==> src/rtl/mips_lite_pkg.sv <==
// Shared MIPS-lite encodings: opcodes, functs, ALU ctl codes
// and the EX control bundle used by the ID/EX stage.
package mips_lite_pkg;

  localparam logic [5:0] OP_RTYPE = 6'h00;
  localparam logic [5:0] OP_BEQ   = 6'h04;
  localparam logic [5:0] OP_ADDI  = 6'h08;
  localparam logic [5:0] OP_LW    = 6'h23;
  localparam logic [5:0] OP_SW    = 6'h2B;

  localparam logic [5:0] FN_SRL = 6'h02;
  localparam logic [5:0] FN_ADD = 6'h20;
  localparam logic [5:0] FN_SUB = 6'h22;
  localparam logic [5:0] FN_AND = 6'h24;
  localparam logic [5:0] FN_OR  = 6'h25;
  localparam logic [5:0] FN_SLT = 6'h2A;

  localparam logic [2:0] ALU_AND = 3'b000;
  localparam logic [2:0] ALU_OR  = 3'b001;
  localparam logic [2:0] ALU_ADD = 3'b010;
  localparam logic [2:0] ALU_SRL = 3'b011;
  localparam logic [2:0] ALU_SUB = 3'b110;
  localparam logic [2:0] ALU_SLT = 3'b111;

  typedef enum logic [1:0] {
    BSEL_RT,
    BSEL_IMM,
    BSEL_SHAMT
  } bsel_e;

  typedef struct packed {
    logic reg_write;
    logic mem_read;
    logic mem_write;
    logic mem_to_reg;
    logic branch;
  } ex_ctrl_t;

endpackage

==> src/rtl/fwd_mux.sv <==
// Forwarding select for one EX operand: EX/MEM beats MEM/WB,
// register 0 is never forwarded. Ports: idx, regfile data, two taps, out.
module fwd_mux #(
  parameter int DW = 32,
  parameter int RW = 5
) (
  input  logic [RW-1:0] idx_i,
  input  logic [DW-1:0] reg_data_i,
  input  logic          exmem_we_i,
  input  logic [RW-1:0] exmem_dst_i,
  input  logic [DW-1:0] exmem_data_i,
  input  logic          memwb_we_i,
  input  logic [RW-1:0] memwb_dst_i,
  input  logic [DW-1:0] memwb_data_i,
  output logic [DW-1:0] data_o
);

  logic exmem_hit;
  logic memwb_hit;

  assign exmem_hit = exmem_we_i
                   && (exmem_dst_i != '0)
                   && (exmem_dst_i == idx_i);
  assign memwb_hit = memwb_we_i
                   && (memwb_dst_i != '0)
                   && (memwb_dst_i == idx_i);

  always_comb begin
    data_o = reg_data_i;
    if (exmem_hit)      data_o = exmem_data_i;
    else if (memwb_hit) data_o = memwb_data_i;
  end

endmodule

==> src/rtl/id_ex_operand_stage.sv <==
// ID/EX register with ALU decode, operand forwarding and load-use stall.
// In: ID fields/control, flush, EX/MEM + MEM/WB taps. Out: ex_* to ALU/MEM.
module id_ex_operand_stage
  import mips_lite_pkg::*;
#(
  parameter int DW = 32,
  parameter int RW = 5
) (
  input  logic          clk,
  input  logic          rst,
  input  logic          id_valid,
  input  logic [5:0]    id_opcode,
  input  logic [5:0]    id_funct,
  input  logic [4:0]    id_shamt,
  input  logic [RW-1:0] id_rs,
  input  logic [RW-1:0] id_rt,
  input  logic [RW-1:0] id_dst,
  input  logic [DW-1:0] id_rs_data,
  input  logic [DW-1:0] id_rt_data,
  input  logic [DW-1:0] id_imm,
  input  logic          id_reg_write,
  input  logic          id_mem_read,
  input  logic          id_mem_write,
  input  logic          id_mem_to_reg,
  input  logic          id_branch,
  input  logic          flush,
  input  logic          exmem_reg_write,
  input  logic [RW-1:0] exmem_dst,
  input  logic [DW-1:0] exmem_result,
  input  logic          memwb_reg_write,
  input  logic [RW-1:0] memwb_dst,
  input  logic [DW-1:0] memwb_data,
  output logic          load_use_stall,
  output logic          ex_valid,
  output logic [2:0]    ex_alu_ctl,
  output logic [DW-1:0] ex_alu_a,
  output logic [DW-1:0] ex_alu_b,
  output logic [DW-1:0] ex_store_data,
  output logic [RW-1:0] ex_dst,
  output logic          ex_reg_write,
  output logic          ex_mem_read,
  output logic          ex_mem_write,
  output logic          ex_mem_to_reg,
  output logic          ex_branch,
  output logic          ex_illegal
);

  logic          valid_q, valid_d;
  ex_ctrl_t      ctrl_q, ctrl_d;
  logic [2:0]    ctl_q, ctl_d;
  logic          ill_q, ill_d;
  logic          a_rt_q, a_rt_d;
  bsel_e         bsel_q, bsel_d;
  logic [RW-1:0] rs_q, rt_q, dst_q;
  logic [DW-1:0] rs_data_q, rt_data_q, imm_q;
  logic [4:0]    shamt_q;

  logic [2:0] dec_ctl;
  logic       dec_ill;
  logic       dec_a_rt;
  bsel_e      dec_bsel;
  logic       is_r;
  logic       bubble;
  logic [DW-1:0] fwd_rs, fwd_rt;

  assign is_r = (id_opcode == OP_RTYPE);

  always_comb begin
    dec_ctl  = ALU_ADD;
    dec_ill  = 1'b0;
    dec_a_rt = 1'b0;
    dec_bsel = BSEL_RT;
    unique case (1'b1)
      is_r && id_funct == FN_ADD: dec_ctl = ALU_ADD;
      is_r && id_funct == FN_SUB: dec_ctl = ALU_SUB;
      is_r && id_funct == FN_AND: dec_ctl = ALU_AND;
      is_r && id_funct == FN_OR:  dec_ctl = ALU_OR;
      is_r && id_funct == FN_SLT: dec_ctl = ALU_SLT;
      is_r && id_funct == FN_SRL: begin
        dec_ctl  = ALU_SRL;
        dec_a_rt = 1'b1;
        dec_bsel = BSEL_SHAMT;
      end
      id_opcode == OP_LW,
      id_opcode == OP_SW,
      id_opcode == OP_ADDI: begin
        dec_ctl  = ALU_ADD;
        dec_bsel = BSEL_IMM;
      end
      id_opcode == OP_BEQ: dec_ctl = ALU_SUB;
      default: dec_ill = 1'b1;
    endcase
  end

  // Only a loaded value still in EX can't be forwarded yet.
  assign load_use_stall = valid_q
                        & ctrl_q.mem_read
                        & (dst_q != '0)
                        & id_valid
                        & ((dst_q == id_rs) | (dst_q == id_rt));

  // Empty ID slots are also captured as bubbles so no
  // write-enable rides along with an invalid instruction.
  assign bubble = flush | load_use_stall | ~id_valid;

  always_comb begin
    valid_d = 1'b0;
    ctrl_d  = '0;
    ctl_d   = ALU_AND;
    ill_d   = 1'b0;
    a_rt_d  = 1'b0;
    bsel_d  = BSEL_RT;
    if (!bubble) begin
      valid_d           = 1'b1;
      ctrl_d.reg_write  = id_reg_write & ~dec_ill;
      ctrl_d.mem_read   = id_mem_read;
      ctrl_d.mem_write  = id_mem_write & ~dec_ill;
      ctrl_d.mem_to_reg = id_mem_to_reg;
      ctrl_d.branch     = id_branch;
      ctl_d             = dec_ctl;
      ill_d             = dec_ill;
      a_rt_d            = dec_a_rt;
      bsel_d            = dec_bsel;
    end
  end

  always_ff @(posedge clk or negedge rst) begin
    if (!rst) begin
      valid_q   <= 1'b0;
      ctrl_q    <= '0;
      ctl_q     <= ALU_AND;
      ill_q     <= 1'b0;
      a_rt_q    <= 1'b0;
      bsel_q    <= BSEL_RT;
      rs_q      <= '0;
      rt_q      <= '0;
      dst_q     <= '0;
      rs_data_q <= '0;
      rt_data_q <= '0;
      imm_q     <= '0;
      shamt_q   <= '0;
    end else begin
      valid_q   <= valid_d;
      ctrl_q    <= ctrl_d;
      ctl_q     <= ctl_d;
      ill_q     <= ill_d;
      a_rt_q    <= a_rt_d;
      bsel_q    <= bsel_d;
      rs_q      <= id_rs;
      rt_q      <= id_rt;
      dst_q     <= id_dst;
      rs_data_q <= id_rs_data;
      rt_data_q <= id_rt_data;
      imm_q     <= id_imm;
      shamt_q   <= id_shamt;
    end
  end

  fwd_mux #(.DW(DW), .RW(RW)) u_fwd_rs (
    .idx_i        (rs_q),
    .reg_data_i   (rs_data_q),
    .exmem_we_i   (exmem_reg_write),
    .exmem_dst_i  (exmem_dst),
    .exmem_data_i (exmem_result),
    .memwb_we_i   (memwb_reg_write),
    .memwb_dst_i  (memwb_dst),
    .memwb_data_i (memwb_data),
    .data_o       (fwd_rs)
  );

  fwd_mux #(.DW(DW), .RW(RW)) u_fwd_rt (
    .idx_i        (rt_q),
    .reg_data_i   (rt_data_q),
    .exmem_we_i   (exmem_reg_write),
    .exmem_dst_i  (exmem_dst),
    .exmem_data_i (exmem_result),
    .memwb_we_i   (memwb_reg_write),
    .memwb_dst_i  (memwb_dst),
    .memwb_data_i (memwb_data),
    .data_o       (fwd_rt)
  );

  assign ex_alu_a = a_rt_q ? fwd_rt : fwd_rs;

  always_comb begin
    case (bsel_q)
      BSEL_IMM:   ex_alu_b = imm_q;
      BSEL_SHAMT: ex_alu_b = {{(DW-5){1'b0}}, shamt_q};
      default:    ex_alu_b = fwd_rt;
    endcase
  end

  assign ex_store_data = fwd_rt;
  assign ex_valid      = valid_q;
  assign ex_alu_ctl    = ctl_q;
  assign ex_dst        = dst_q;
  assign ex_reg_write  = ctrl_q.reg_write;
  assign ex_mem_read   = ctrl_q.mem_read;
  assign ex_mem_write  = ctrl_q.mem_write;
  assign ex_mem_to_reg = ctrl_q.mem_to_reg;
  assign ex_branch     = ctrl_q.branch;
  assign ex_illegal    = ill_q;

endmodule

==> config.mk <==
export PLATFORM = sky130hd
export DESIGN_NAME = id_ex_operand_stage
export DESIGN_NICKNAME = d
export VERILOG_FILES = /design/src/rtl/mips_lite_pkg.sv /design/src/rtl/fwd_mux.sv /design/src/rtl/id_ex_operand_stage.sv
export SDC_FILE = /design/constraint.sdc
export NUM_CORES = 1
export LEC_CHECK = 0
export ABC_AREA = 1
export CORE_ASPECT_RATIO = 0.8
export CORE_MARGIN = 4
export CORE_UTILIZATION = 42
export CTS_CLUSTER_SIZE = 24
export DETAILED_ROUTE_END_ITERATION = 12
export GPL_TIMING_DRIVEN = 0
export PLACE_DENSITY = 0.83
export SLEW_MARGIN = 20
export SYNTH_ARGS = -nofsm -noshare
export SYNTH_HDL_FRONTEND = slang
export SYNTH_SLANG_ARGS = --single-unit
==> constraint.sdc <==
create_clock -name clk -period 3 [get_ports clk]
set_clock_uncertainty 0.1 [all_clocks]
set_input_delay 0.3 -clock clk [delete_from_list [all_inputs] [get_ports clk]]
set_output_delay 0.3 -clock clk [all_outputs]
set_load 0.02 [all_outputs]
==> flow_metrics.tcl, run 1 <==
set metrics [dict create \
    status "finished clean" \
    drc 0 \
    tightest_slew_ps 631 \
    hp-start "id_imm[2]" \
    dp_hpwl_um 21300 \
    r2r_setup_slack_ps 1270 \
    synth_area_um2 7150 \
    vias 7841 \
    largestRegisters "imm_q: 32 flops, rs_data_q: 32 flops, rt_data_q: 32 flops" \
    crit-reg2reg-launch "ex_dst[1]$_DFF_PN0_" \
    cts_buffers 17 \
    drv_cap 0 \
    wl_per_cell_um 18.8 \
    power_leakage_uw 0.00584 \
    yosys_warnings 0 \
    syn_inst 916 \
    die-area_um2 19200 \
    yosysSeqAreaShare_pct 44.8 \
    area_growth_pct 60.7 \
    drt_iter0_markers 667 \
    vdd.ir_drop.worst_uv 282 \
    setup_viol_count_final 0 \
    die_w_um 154 \
    fin_total_pwr_uw 5030 \
    grt_max_degree 75 \
    multi_input_area_um2 3350 \
    crit_path_max_fanout 10 \
    cp-startpoint "memwb_dst[1]" \
    io_pins 325 \
    syn-num-nets 1131 \
    synth.distinct_cells 28 \
    final-instance-count-excl-fill 1498 \
    start_util_pct 43.0 \
    pre_cts_ws_ps -1410 \
    dr.pass1.iters 6 \
    place.gp.congestion 0.941 \
    cts_tree "built" \
    drive_gt1_share_pct 10.7 \
    die_h_um 125 \
    fmax_mhz 345 \
    antenna_found_initial 1 \
    design_area_um2 11500 \
    clkSinkCount 128 \
    post-route-period-util_pct 96.6 \
    fin_ws_ps 101 \
    core_area_um2 16600 \
    io_buffers 324 \
    cts_buffer_depth 2 \
    clk_pin_slew_ps 60 \
    viasPerCell 5.23 \
    rsz0062_at_grt "false" \
    wirelength_um 28200 \
    power_density_nw_per_um2 438 \
    root_buffer "clkbuf_16" \
    grt_usage_pct 29.0 \
    worstSetupStartpointType "primary input" \
    avgSynthCellArea_um2 7.80 \
    ff_latch_area_um2 3200 \
    slew_violations 0 \
    worstPathRequired_ps 2600 \
    hold_path_class "in2reg" \
    ant_nets 0 \
    synth.ff_latch_count 128 \
    fin_crit_ps 2900 \
    nFillCells 1345 \
    end_kind "output pin" \
    htreeDepth 4 \
    std_cell_rows 42 \
    slew_headroom_pct 57.9 \
    first_global_vias 7824 \
    nets 1479 \
    dp_cells 1461 \
    grt_pass1_wl_um 43100 \
    placedInstanceArea_um2 10700 \
    insertion_delay_ps 420 \
    hold_violations 0 \
    path_class "in2out" \
    cp.arrival_ps 2500 \
    overflow 0 \
]
[layer usage]
| metal | global-route usage, % | part of all wire (%) | vias up | wire length (µm) |
|---|---|---|---|---|
| met5 | 0 | 0 | - | 0 |
| met4 | 8.88 | 2.2 | 0 | 627 |
| met3 | 8.96 | 11 | 47 | 3200 |
| met2 | 46.9 | 47 | 459 | 13200 |
| met1 | 37.3 | 40 | 3656 | 11200 |
| li1 | - | - | 3679 | - |
[cell usage after synthesis]
| cell | n | area share (%) |
|---|---|---|
| clkbuf_1 | 7 | 0.37 |
| nand3_2 | 31 | 4.3 |
| dfrtp_1 | 128 | 45 |
| nor3_4 | 1 | 0.23 |
| nand3b_4 | 1 | 0.28 |
| xor2_1 | 16 | 2.0 |
| nand3_1 | 210 | 15 |
| nor2_1 | 37 | 1.9 |
| a31oi_1 | 1 | 0.088 |
| buf_6 | 6 | 0.95 |
| a32oi_1 | 5 | 0.61 |
| nor2_2 | 3 | 0.26 |
| a21oi_1 | 4 | 0.28 |
| inv_2 | 2 | 0.11 |
| nand2_1 | 240 | 13 |
| inv_1 | 92 | 4.8 |
| or2_0 | 1 | 0.088 |
| buf_2 | 35 | 2.5 |
| nand4_1 | 37 | 3.2 |
| xnor2_1 | 11 | 1.3 |
| buf_1 | 5 | 0.26 |
| nand3b_1 | 1 | 0.11 |
| and2_1 | 32 | 2.8 |
| nand2_2 | 1 | 0.088 |
| o21ai_4 | 1 | 0.23 |
| ha_1 | 2 | 0.35 |
| nor2_4 | 3 | 0.47 |
| nor3_1 | 3 | 0.21 |
[cell usage in the layout (no fill, tap or decap), types with 2 or more instances in the layout]
cell type,Yosys,layout
a21oi_1,4,4
a32oi_1,5,5
and2_1,32,32
buf_1,5,3
buf_2,35,21
buf_4,0,18
buf_6,6,7
bufinv_16,0,2
clkbuf_16,0,17
clkbuf_8,0,5
clkdlybuf4s15_1,0,3
clkdlybuf4s50_1,0,229
clkinv_2,0,2
clkinvlp_4,0,4
dfrtp_1,128,127
dlygate4sd2_1,0,60
dlymetal6s2s_1,0,31
inv_1,92,91
inv_2,2,2
inv_6,0,5
nand2_1,240,238
nand2_2,1,3
nand3_1,210,210
nand3_2,31,30
nand4_1,37,37
nor2_1,37,34
nor2_2,3,3
nor2_4,3,6
nor3_1,3,3
xnor2_1,11,11
xor2_1,16,16
[final timing paths]
kind | depth (start not counted) | to
hold reg to reg | 5 | ex_mem_write$_DFF_PN0_
max in group asynchronous | 3 | a_rt_q$_DFF_PN0_
hold / removal | 1 | imm_q[2]$_DFF_PN0_
setup / recovery | 11 | ex_alu_a[15]
setup reg to reg | 7 | bsel_q[0]$_DFF_PN0_
min in group asynchronous | 2 | rs_data_q[26]$_DFF_PN0_
[power by group]
group          total, µW  switching [µW]  internal [µW]
Combinational       1100             583            520
Sequential          1850            36.9           1810
Clock               2080             825           1260
[kinds of logic after synthesis]
group | count (synthesis) | share of synthesized area [%]
adders and majority gates | 2 | 0.350
buffers and inverters | 147 | 8.96
xor gates and xnor gates | 27 | 3.31
AOI/OAI and AO/OA | 11 | 1.21
DFF | 128 | 44.8
and+or+nand+nor | 601 | 41.4
[timing repair]
item	CTS	global route
pin swaps	1	1
hold endpoints to repair	54	0
setup endpoints to repair	94	35
resized for setup	102	40
hold buffers	1	0
buffers inserted	3	2
gates cloned	0	0
[worst max-delay path, stage by stage]
cell             delay, ps
clkdlybuf4s50_1        570
xnor2_1                160
nand3_1                160
nor2_4                 230
buf_4                  150
buf_2                  210
nand3_1                 90
nand3_1                100
nand2_1                 60
nand2_1                100
dlygate4sd2_1          350
[layout make-up]
class | instances | share of cell area, %
Clock buffer | 18 | 3.82
Buffer | 51 | 3.19
Clock inverter | 14 | 1.33
Antenna cell | 1 | 0.0218
Sequential cell | 128 | 27.9
Inverter | 94 | 3.09
Timing Repair Buffer | 331 | 29.1
Tap cell | 220 | 2.40
Multi-Input combinational cell | 641 | 29.2
[metrics by stage]
stage                     hold slack [ps]  TNS [ps]  utilization [%]
final                                 213         0             69.2
after global routing                  189         0             69.2
after CTS                             195      -220             68.5
after detailed placement              145    -44190             64.4
after global placement                631   -492870             64.2
after floorplan                     -95.6         0                -
Power figures use the tool's default switching activity.
==> run 2, diff against run 1 <==
--- a/config.mk
+++ b/config.mk
@@ -12,7 +12,7 @@
 export CTS_CLUSTER_SIZE = 24
 export DETAILED_ROUTE_END_ITERATION = 12
 export GPL_TIMING_DRIVEN = 0
-export PLACE_DENSITY = 0.83
+export PLACE_DENSITY_LB_ADDON = 0.08
 export SLEW_MARGIN = 20
 export SYNTH_ARGS = -nofsm -noshare
 export SYNTH_HDL_FRONTEND = slang
==> flow_metrics.tcl, run 2 (synthesized netlist as in run 1, its figures left out) <==
set metrics [dict create \
    worstSetupStartpointType "primary input" \
    holdPathEnd "imm_q[18]$_DFF_PN0_" \
    dp_hpwl_um 21600 \
    slew_headroom_pct 60.0 \
    drc 0 \
    setup_viol_count_final 0 \
    viasPerCell 5.19 \
    slew_violations 0 \
    crit_family "buffers and inverters" \
    core_area_um2 16600 \
    multi_input_area_um2 3340 \
    nFillCells 1411 \
    drt_iter0_markers 794 \
    io_buffers 324 \
    drive_gt1_share_pct 10.6 \
    grt_usage_pct 29.2 \
    area_growth_pct 59.8 \
    worstPathCellList "clkdlybuf4s50_1 -> xnor2_1 -> nand2_1 -> nor2_4 -> nand3_2 -> buf_4 -> nand2_1 -> nand3_2 -> nand3_1 -> nand2_1 -> dlygate4sd2_1" \
    final_common_cell "nand2_1" \
    clkSinkCount 128 \
    fin_crit_ps 2870 \
    rsz0062_at_grt "false" \
    root_buffer "clkbuf_16" \
    cp_common_cell "nand2_1" \
    hold_violations 0 \
    antenna_found_initial 3 \
    dp_cells 1461 \
    worstPathRequired_ps 2600 \
    largestRegisters "imm_q: 32 flops, rs_data_q: 32 flops, rt_data_q: 32 flops" \
    post-route-period-util_pct 95.8 \
    grt_pass1_wl_um 43300 \
    tightest_slew_ps 600 \
    end_kind "output pin" \
    min_path_cells 1 \
    ant_nets 0 \
    status "finished clean" \
    overflow 0 \
    critPathBufInv 3 \
    start_util_pct 43.0 \
    layout_common_cells "239 x nand2_1, 229 x clkdlybuf4s50_1, 210 x nand3_1" \
    die_h_um 125 \
    wl_per_cell_um 19.2 \
    power_leakage_uw 0.00582 \
    nets 1475 \
    crit-reg2reg-launch "ex_dst[1]$_DFF_PN0_" \
    design_area_um2 11400 \
    wirelength_um 28800 \
    htreeDepth 4 \
    dr.pass1.iters 6 \
    crit_path_max_fanout 10 \
    grt_max_degree 91 \
    placedInstanceArea_um2 10700 \
    vias 7763 \
    r2r_cells 7 \
    clk_pin_slew_ps 60 \
    cp.arrival_ps 2470 \
    power_density_nw_per_um2 440 \
    die_w_um 154 \
    hp-start "id_imm[18]" \
    path_class "in2out" \
    cts_buffer_depth 2 \
    insertion_delay_ps 420 \
    vdd.ir_drop.worst_uv 339 \
    first_global_vias 7722 \
    r2r_setup_slack_ps 1250 \
    pre_cts_ws_ps -1090 \
    io_pins 325 \
    reg2reg_to "bsel_q[0]$_DFF_PN0_" \
    hold_path_class "in2reg" \
    fin_ws_ps 127 \
    place.gp.congestion 0.923 \
    cts_tree "built" \
    std_cell_rows 42 \
    ff_latch_area_um2 3200 \
    drv_cap 0 \
    crit_slowest_cell "clkdlybuf4s50_1" \
    fmax_mhz 348 \
    final-instance-count-excl-fill 1495 \
    die-area_um2 19200 \
    slowest_delay_ps 570 \
    cts_buffers 17 \
]
==> run 2: power by group <==
group / switching, µW / internal, µW
combinational: 590 / 518
sequential: 34.0 / 1810
clock: 825 / 1240
==> run 2: worst max-delay path by stage <==
stage / startpoint / end / slack (ps) / cells past startpoint
3_3_place_gp: rst / rs_data_q[23]$_DFF_PN0_ / -3600 / 1
4_1_cts: memwb_dst[0] / ex_alu_a[8] / 1 / 11
3_5_place_dp: a_rt_q$_DFF_PN0_ / ex_alu_b[10] / -1090 / 10
5_1_grt: a_rt_q$_DFF_PN0_ / ex_alu_b[10] / 10 / 8
2_1_floorplan: a_rt_q$_DFF_PN0_ / ex_alu_b[0] / 520 / 9
6_report: memwb_dst[0] / ex_alu_a[19] / 130 / 11
==> run 2: through the flow <==
stage          TNS, ps  utilization [%]  hold slack (ps)  power, µW
2_1_floorplan        0                -            -95.6       2330
3_3_place_gp   -491040             64.2              628       3000
3_5_place_dp    -34720             64.4             96.3       3010
4_1_cts              0             68.2              193       5040
5_1_grt              0             68.8              195       5200
6_report             0             68.8              204       5020
==> run 2: repair_timing <==
action / 4_1_cts / 5_1_grt
hold buffers: 1 / 0
gates resized for setup: 110 / 41
pin swaps: 1 / 1
buffers inserted: 1 / 0
hold endpoints to repair: 38 / 0
setup endpoints to repair: 89 / 42
==> run 2: metal layers <==
| metal | part of all wire (%) | global-route usage [%] | wire length [µm] |
|---|---|---|---|
| met1 | 40 | 36.5 | 11400 |
| met5 | 0.028 | 0 | 8 |
| met4 | 2.9 | 9.45 | 846 |
| met2 | 46 | 47.6 | 13300 |
| met3 | 11 | 9.69 | 3130 |
==> run 2: cell type report <==
class	count	share of cell area [%]
Inverter	94	3.09
Sequential cell	128	28.1
Clock inverter	13	1.22
Timing Repair Buffer	327	28.9
Tap cell	220	2.41
Multi-Input combinational cell	641	29.2
Buffer	51	3.11
Antenna cell	2	0.0438
Clock buffer	19	3.88
==> run 3, diff against run 2 <==
--- a/config.mk
+++ b/config.mk
@@ -8,11 +8,12 @@
 export ABC_AREA = 1
 export CORE_ASPECT_RATIO = 0.8
 export CORE_MARGIN = 4
-export CORE_UTILIZATION = 42
+export CORE_UTILIZATION = 40
 export CTS_CLUSTER_SIZE = 24
 export DETAILED_ROUTE_END_ITERATION = 12
 export GPL_TIMING_DRIVEN = 0
 export PLACE_DENSITY_LB_ADDON = 0.08
+export RECOVER_POWER = 100
 export SLEW_MARGIN = 20
 export SYNTH_ARGS = -nofsm -noshare
 export SYNTH_HDL_FRONTEND = slang
==> constraint.sdc (replaced) <==
create_clock -name clk -period 2.7 [get_ports clk]
set_clock_uncertainty 0.1 [all_clocks]
set_input_delay 0.27 -clock clk [delete_from_list [all_inputs] [get_ports clk]]
set_output_delay 0.27 -clock clk [all_outputs]
set_load 0.02 [all_outputs]
==> flow_metrics.tcl, run 3 (synthesized netlist as in run 1, its figures left out) <==
set metrics [dict create \
    status "finished, violations left" \
    violations "negative setup slack" \
    drive_gt1_share_pct 16.2 \
    drc 0 \
    clk_pin_slew_ps 60 \
    dp_hpwl_um 21700 \
    start_util_pct 41.0 \
    hold_violations 0 \
    io_pins 325 \
    placedInstanceArea_um2 10700 \
    std_cell_rows 43 \
    clkSinkCount 128 \
    fin_ws_ps -26.3 \
    crit_path_max_fanout 10 \
    design_area_um2 11400 \
    dp_cells 1466 \
    drv_cap 0 \
    fin_crit_ps 2730 \
    worstSetupStartpointType "flip-flop" \
    clkPwrFrac_pct 43.6 \
    ant_nets 0 \
    overflow 0 \
    wl_per_cell_um 19.1 \
    power_leakage_uw 0.00569 \
    slew_violations 0 \
    layout_common_cells "238 x nand2_1, 209 x nand3_1, 133 x dlygate4sd3_1" \
    die-area_um2 20100 \
    grt_pass1_wl_um 43000 \
    cellInternalPower_uw 4110 \
    slew_headroom_pct 16.2 \
    path_class "reg2out" \
    viasPerCell 5.10 \
    cts_buffer_depth 2 \
    dr.pass1.iters 5 \
    antenna_found_initial 10 \
    switchingPower_uw 1630 \
    setup_viol_count_final 9 \
    place.gp.congestion 0.900 \
    fmax_mhz 367 \
    io_buffers 324 \
    cts_buffers 17 \
    die_w_um 157 \
    vias 7737 \
    rsz0062_at_grt "true" \
    hold_ws_ps 254 \
    wirelength_um 28900 \
    nets 1486 \
    grt_max_degree 85 \
    tightest_slew_ps 1260 \
    fin_tns_setup_ps -127 \
    p_seq_share_pct 35.7 \
    worstPathRequired_ps 2330 \
    end_kind "output pin" \
    power_density_nw_per_um2 504 \
    core_area_um2 17400 \
    cp.arrival_ps 2360 \
    switching_share_pct 28.4 \
    grt_usage_pct 28.3 \
    cts_tree "built" \
    die_h_um 128 \
    combPwrFrac_pct 20.7 \
    vdd.ir_drop.worst_uv 331 \
    largestRegisters "imm_q: 32 flops, rs_data_q: 32 flops, rt_data_q: 32 flops" \
    first_global_vias 7597 \
    final_common_cell "nand2_1" \
    root_buffer "clkbuf_16" \
    post-route-period-util_pct 101 \
    area_growth_pct 59.3 \
    insertion_delay_ps 430 \
    hold_path_class "in2reg" \
    htreeDepth 4 \
    drt_iter0_markers 607 \
    final-instance-count-excl-fill 1516 \
    nFillCells 1571 \
]
==> run 3: cell count changes in the layout (fill, tap and decap cells not counted), sizes merged <==
cell and change:
clkbuf +23, diode +6, clkinvlp +1, clkinv -4
buf +36, bufinv +2, clkdlybuf4s50 -135, clkdlybuf4s15 +14
dlymetal6s2s -29, dlygate4sd2 -30, dlygate4sd3 +132
==> run 3: worst paths after layout <==
kind	end	slack [ps]	cells past startpoint	from
min reg2reg	ex_reg_write$_DFF_PN0_	630	5	ex_mem_read$_DFF_PN0_
max in group asynchronous	a_rt_q$_DFF_PN0_	900	3	rst
min	ex_branch$_DFF_PN0_	250	3	id_branch
max reg2reg	bsel_q[0]$_DFF_PN0_	970	7	ex_dst[1]$_DFF_PN0_
max	ex_store_data[2]	-30	8	rt_q[0]$_DFF_PN0_
min in group asynchronous	rs_data_q[29]$_DFF_PN0_	560	2	rst
==> run 3: worst max-delay path: stages, from the launching register on <==
cell and delay (ps):
dfrtp_1 400, xnor2_1 210, nand2_2 120, nor3_4 260, buf_4 170, buf_6 140
nand3_1 120, and2_1 190, dlygate4sd2_1 320
==> run 3: per-stage QoR <==
stage / setup slack, ps / total power, µW / utilization [%]
floorplan: 253 / 2590 / -
global placement: -3960 / 3330 / 61.2
detailed placement: -1460 / 3340 / 61.4
CTS: -211 / 5790 / 65.4
global route: -146 / 5940 / 65.3
finish: -26.3 / 5740 / 65.3
==> run 3: final cells by class <==
class	instances	area, µm²	share of cell area (%)
Multi-Input combinational cell	641	3370	29.6
Sequential cell	128	3200	28.1
Timing Repair Buffer	340	3140	27.6
Clock buffer	19	443	3.89
Buffer	49	390	3.43
Inverter	94	355	3.12
Tap cell	225	282	2.47
Clock inverter	12	183	1.60
Antenna cell	8	20.0	0.176
==> run 3: power groups by stage <==
stage | combinational (µW) | sequential, µW | clock (µW)
final | 1180 | 2050 | 2500
after global routing | 1270 | 2060 | 2610
after CTS | 1220 | 2050 | 2520
after detailed placement | 1260 | 2080 | 0
after global placement | 1250 | 2080 | 0
after floorplan | 509 | 2080 | 0
==> run 3: metal layers <==
layer	vias up	global-route usage [%]	wire length, µm
li1	3698	-	-
met1	3582	35.6	11600
met2	403	47.3	13700
met3	46	9.55	3170
met4	8	6.47	492
met5	-	0	42
==> run 3: repair_timing <==
item                                    in CTS  in global routing
resized for setup                          273                 51
endpoints found under the setup margin      96                 97
setup buffers                                3                 11
cloned                                       0                  0
hold endpoints to repair                    44                  0
hold buffers                                 1                  0
pin swaps                                    5                  5
==> patch 1, RTL diff (settings of run 1) <==
`RW` is set to 5 in 2 places; all go to 10.
--- a/src/rtl/fwd_mux.sv
+++ b/src/rtl/fwd_mux.sv
@@ -2,7 +2,7 @@
 // register 0 is never forwarded. Ports: idx, regfile data, two taps, out.
 module fwd_mux #(
   parameter int DW = 32,
-  parameter int RW = 5
+  parameter int RW = 10
 ) (
   input  logic [RW-1:0] idx_i,
   input  logic [DW-1:0] reg_data_i,
--- a/src/rtl/id_ex_operand_stage.sv
+++ b/src/rtl/id_ex_operand_stage.sv
@@ -4,7 +4,7 @@
   import mips_lite_pkg::*;
 #(
   parameter int DW = 32,
-  parameter int RW = 5
+  parameter int RW = 10
 ) (
   input  logic          clk,
   input  logic          rst,
Interface: changed (6 resized); port bits go from 325 to 355. The function was not compared with the original's and may differ.
==> patch 1 against run 1 <==
Sequential cell count increased by 15. Routed wire length increased by 23%. Area after synthesis increased by 14%. Highest routed layer unchanged. Non-clock buffer count increased by 44. Setup slack got worse by 0.067 ns. Power increased by 4.6%. Largest power group unchanged. Cell area increased by 11%. Clock power increased by 2%.
==> patch 1: results (changes against run 1) <==
| Metric | Value |
|---|---|
| Hpwl dp | `26.75 mm (+25%)` |
| Post-Syn Instances | `1021 (+11%)` |
| Drt initial violations | `1212 (+82%)` |
| Post-CTS Resized | `142 (+39%)` |
| Status | `complete, no violations` |
| Met2 usage | `0.4791 (+0.01018)` |
| Post-synth cell types | `34 (+21%)` |
| Pre-CTS worst setup slack | `-1.465 ns (-0.05279 ns)` |
| Clk pwr | `0.00213 W (+2%)` |
| Max rail drop VDD | `347.5 uV (+23%)` |
| Post-CTS Setup Bufs | `6 (+3)` |
| Area after DPL | `12080 um^2 (+13%)` |
| Reg2reg path depth | `10 (+3)` |
| First-pass GRT wire length | `51.09 mm (+19%)` |
| Met2 wire len | `15.52 mm (+18%)` |
| Critical path capture point | `ex_alu_b[9]` |
| Via/cell ratio | `5.520 (+5.5%)` |
| Hold slack | `0.2089 ns (-0.004540 ns)` |
| Internal reg-to-reg setup slack | `1.19 ns (-0.08 ns)` |
| Int Pwr | `0.003761 W (+4.9%)` |
| Syn_nets | `1261 (+11%)` |
| GR Layer Usage met3 | `0.09561 (+0.005994)` |
| Sequential fraction of the synthesis area | `0.4374 (-0.01066)` |
| GR Util met1 | `0.4033 (+0.03009)` |
| Avg WL per Cell | `20.63 um (+9.7%)` |
| Hold wc startpoint | `id_rt_data[21]` |
| Slowest cell delay on critical path | `0.53 ns (-0.04 ns)` |
| Post-synth top cells | `nand2_1, nand3_1, dfrtp_1` |
| RR Endpoint | `ex_reg_write$_DFF_PN0_` |
| Worst-Margin Slew | `0.6509 ns (+0.01972 ns)` |
| Via count | `9257 (+18%)` |
| Initial antenna violation count | `3 (+2)` |
| Wire length on met3 | `4.137 mm (+29%)` |
==> patch 1: cell types whose count changed after synthesis, sizes merged, moves of 4 or more <==
| cell | delta |
|---|---|
| dfrtp | +15 |
| nor2 | +14 |
| a32oi | -5 |
| buf | +6 |
| nand4 | +102 |
| nand2 | +4 |
| o21ai | +5 |
| clkbuf | +4 |
| or2 | +8 |
| xor2 | -8 |
| nand3 | -56 |
| a22o | +5 |
| xnor2 | +8 |
==> patch 1: cells by family after synthesis <==
kind of cell / share of synthesized area
XOR/XNOR: 0.02891
flip-flops: 0.4374
adder cells (fa/ha/maj): 0.003059
AND/OR/NAND/NOR: 0.4327
AO/OA/AOI/OAI: 0.01116
buffers and inverters: 0.08672
==> patch 1: cell type report <==
class                      count  area [um^2]
buffer                        61        417.9
clock buffer                  20        466.7
clock inverter                12        125.1
fill                        1599         6267
timing repair buffer         365         3497
multi-input combinational    718         3983
inverter                      97        364.1
sequential                   143         3580
antenna                        3        7.507
tap                          258        322.8
==> patch 2, RTL diff (flow settings as in run 1) <==
Made on the original files. Make the reset (`rst`) synchronous in one clocked block.
--- a/src/rtl/id_ex_operand_stage.sv
+++ b/src/rtl/id_ex_operand_stage.sv
@@ -124,7 +124,7 @@
     end
   end
 
-  always_ff @(posedge clk or negedge rst) begin
+  always_ff @(posedge clk) begin
     if (!rst) begin
       valid_q   <= 1'b0;
       ctrl_q    <= '0;
Formal check against the unedited RTL: differs if rst is asserted again (counterexample within 4 cycles, from zero or initial values and one cycle with rst low); with rst held inactive, the same outputs for 10 cycles.
==> patch 2 against run 1 <==
Routed wire length up 4.7%. Area after synthesis up 0.21%. Via count up 9.4%. Die area up 0.20%. First-iteration DRC count up 9.1%. Setup slack worse by 0.041 ns. Largest power group unchanged. Power up 1.5%. Final cell count up 12%. Clock power up 2%. Cell area up 0.47%. Sequential cell count unchanged. Count of clock-buffer cells in the layout unchanged. Core utilization up 0.10 points.
==> patch 2: results (changes against run 1) <==
| Metric | Value |
|---|---|
| Status | `complete, no violations` |
| CTS H-tree depth | `4 (unchanged)` |
| Setup Total Neg Slack | `0 ns (unchanged)` |
| FFs w/ async S/R, synth | `0 (-1.000)` |
| Syn_nets | `1312 (+16%)` |
| Gpl congestion | `0.9429 (+0.17%)` |
| Filler cells | `1368 (+1.7%)` |
| Port Buffers | `323 (-0.31%)` |
| Relative max-transition margin | `0.5246 (-0.05463)` |
| Hold/Removal Path Class | `input pin to flip-flop` |
| CTS Buf Count | `17 (unchanged)` |
| Clock Latency Late Sink | `0.42 ns (about the same)` |
| Largest regs | `imm_q x32, rs_data_q x32, rt_data_q x32` |
| Post-synth top cells | `nand2_1, nand3_1, inv_1` |
| First-pass GRT wire length | `44.01 mm (+2.1%)` |
| Sequential fraction of the synthesis area | `0.3577 (-0.09037)` |
| Synth Flop Type | `dfxtp_1` |
| Hpwl dp | `22.35 mm (+4.7%)` |
| Clock Tree Root | `clkbuf_16` |
| Drt initial violations | `728 (+9.1%)` |
| Post-layout nets | `1658 (+12%)` |
| Share of cells above drive strength 1 | `0.1030 (-0.004261)` |
| Initial DRT Pass Iterations | `5 (-1)` |
| Avg WL per Cell | `17.60 um (-6.4%)` |
| Vias in the first global route | `8395 (+7.3%)` |
| Final Hold Viols | `0 (unchanged)` |
| Overall routing resource usage | `0.2912 (+0.001500)` |
| CP Max Fanout | `10 (unchanged)` |
| Post-synth cell types | `27 (-3.6%)` |
| Clock slew at reported path FFs | `0.06 ns (about the same)` |
| Via count | `8577 (+9.4%)` |
| Initial antenna violation count | `1 (unchanged)` |
| Final Setup Violations | `0 (unchanged)` |
| Longest Clk Path Bufs | `2 (unchanged)` |
| Max rail drop VDD | `388.3 uV (+38%)` |
| Largest net degree at the start of global routing | `17 (-77%)` |
| Pleak | `6.782 nW (+16%)` |
| Area contributors post-synth | `dfxtp_1, nand3_1, nand2_1` |
| Crit path DAT | `2.54 ns (+0.04 ns)` |
| Yosys warns | `0 (unchanged)` |
## patch 2: final timing paths
check	startpoint	to	slack (ns)	cells after the start
setup / recovery	exmem_dst[2]	ex_store_data[23]	0.06	9
hold / removal	id_mem_to_reg	ex_mem_to_reg$_SDFF_PP0_	0.30	3
setup reg to reg	ex_dst[4]$_SDFF_PN0_	ex_reg_write$_SDFF_PP0_	1.27	11
hold reg to reg	ex_mem_read$_SDFF_PP0_	ex_branch$_SDFF_PP0_	0.91	7
## patch 2: worst max-delay path, stage by stage
cell             delay (ns)
clkdlybuf4s50_1        0.56
nor3_1                 0.08
nand2_1                0.07
nand2_2                0.10
nor3_4                 0.33
buf_4                  0.25
nand3_1                0.13
and2_1                 0.18
clkdlybuf4s50_1        0.53
## patch 2: cell families after synthesis
group | Yosys count | synth area share
and+or+nand+nor | 685 | 0.4580
buffers and inverters | 246 | 0.1410
AOI/OAI and AO/OA | 12 | 0.01048
DFF | 128 | 0.3577
xor gates and xnor gates | 24 | 0.02934
adders and majority gates | 2 | 0.003493
## patch 2: power by group
group          switching, W  leakage (nW)  internal (W)
clock network      0.000801         0.288       0.00132
registers         0.0000325          1.06       0.00179
logic              0.000617          5.43      0.000546
total               0.00145          6.78       0.00366
## patch 2: layer usage
layer / wire length [um] / part of all wire / global-route usage
met1: 11510 / 0.39 / 0.3477
met2: 13800 / 0.47 / 0.4859
met3: 3098 / 0.10 / 0.08823
met4: 1106 / 0.037 / 0.1210
met5: 0 / 0 / 0
## patch 2: final cells by class
| type | instances | area share |
|---|---|---|
| plain buffers | 65 | 0.03611 |
| repair buffers | 328 | 0.2879 |
| inverters | 180 | 0.05855 |
| flip-flops and latches | 128 | 0.2221 |
| clock inverters | 14 | 0.01442 |
| diodes | 1 | 0.0002168 |
| multi-input cells | 723 | 0.3189 |
| clock buffers | 18 | 0.03806 |
| well taps | 220 | 0.02385 |
## patch 2: per-stage QoR
step                cells  cell area (um^2)  setup slack, ns  hold slack, ns
floorplan            1097              7163           0.5818          0.2935
global placement     1640             10670           -1.094          0.7327
detailed placement   1640             10670           -1.090          0.7340
CTS                  1671             11350          -0.1293          0.2899
global route         1677             11540         -0.01069          0.3026
finish               1677             11540          0.05950          0.2976
## patch 2: what timing repair did
action                                  4_1_cts  5_1_grt
gates resized for setup                      74      105
endpoints found under the setup margin       95       91
cloned                                        0        0
pin swaps                                     0        2
hold buffers                                  0        0
endpoints found under the hold margin         0        0
buffers inserted                              0        5
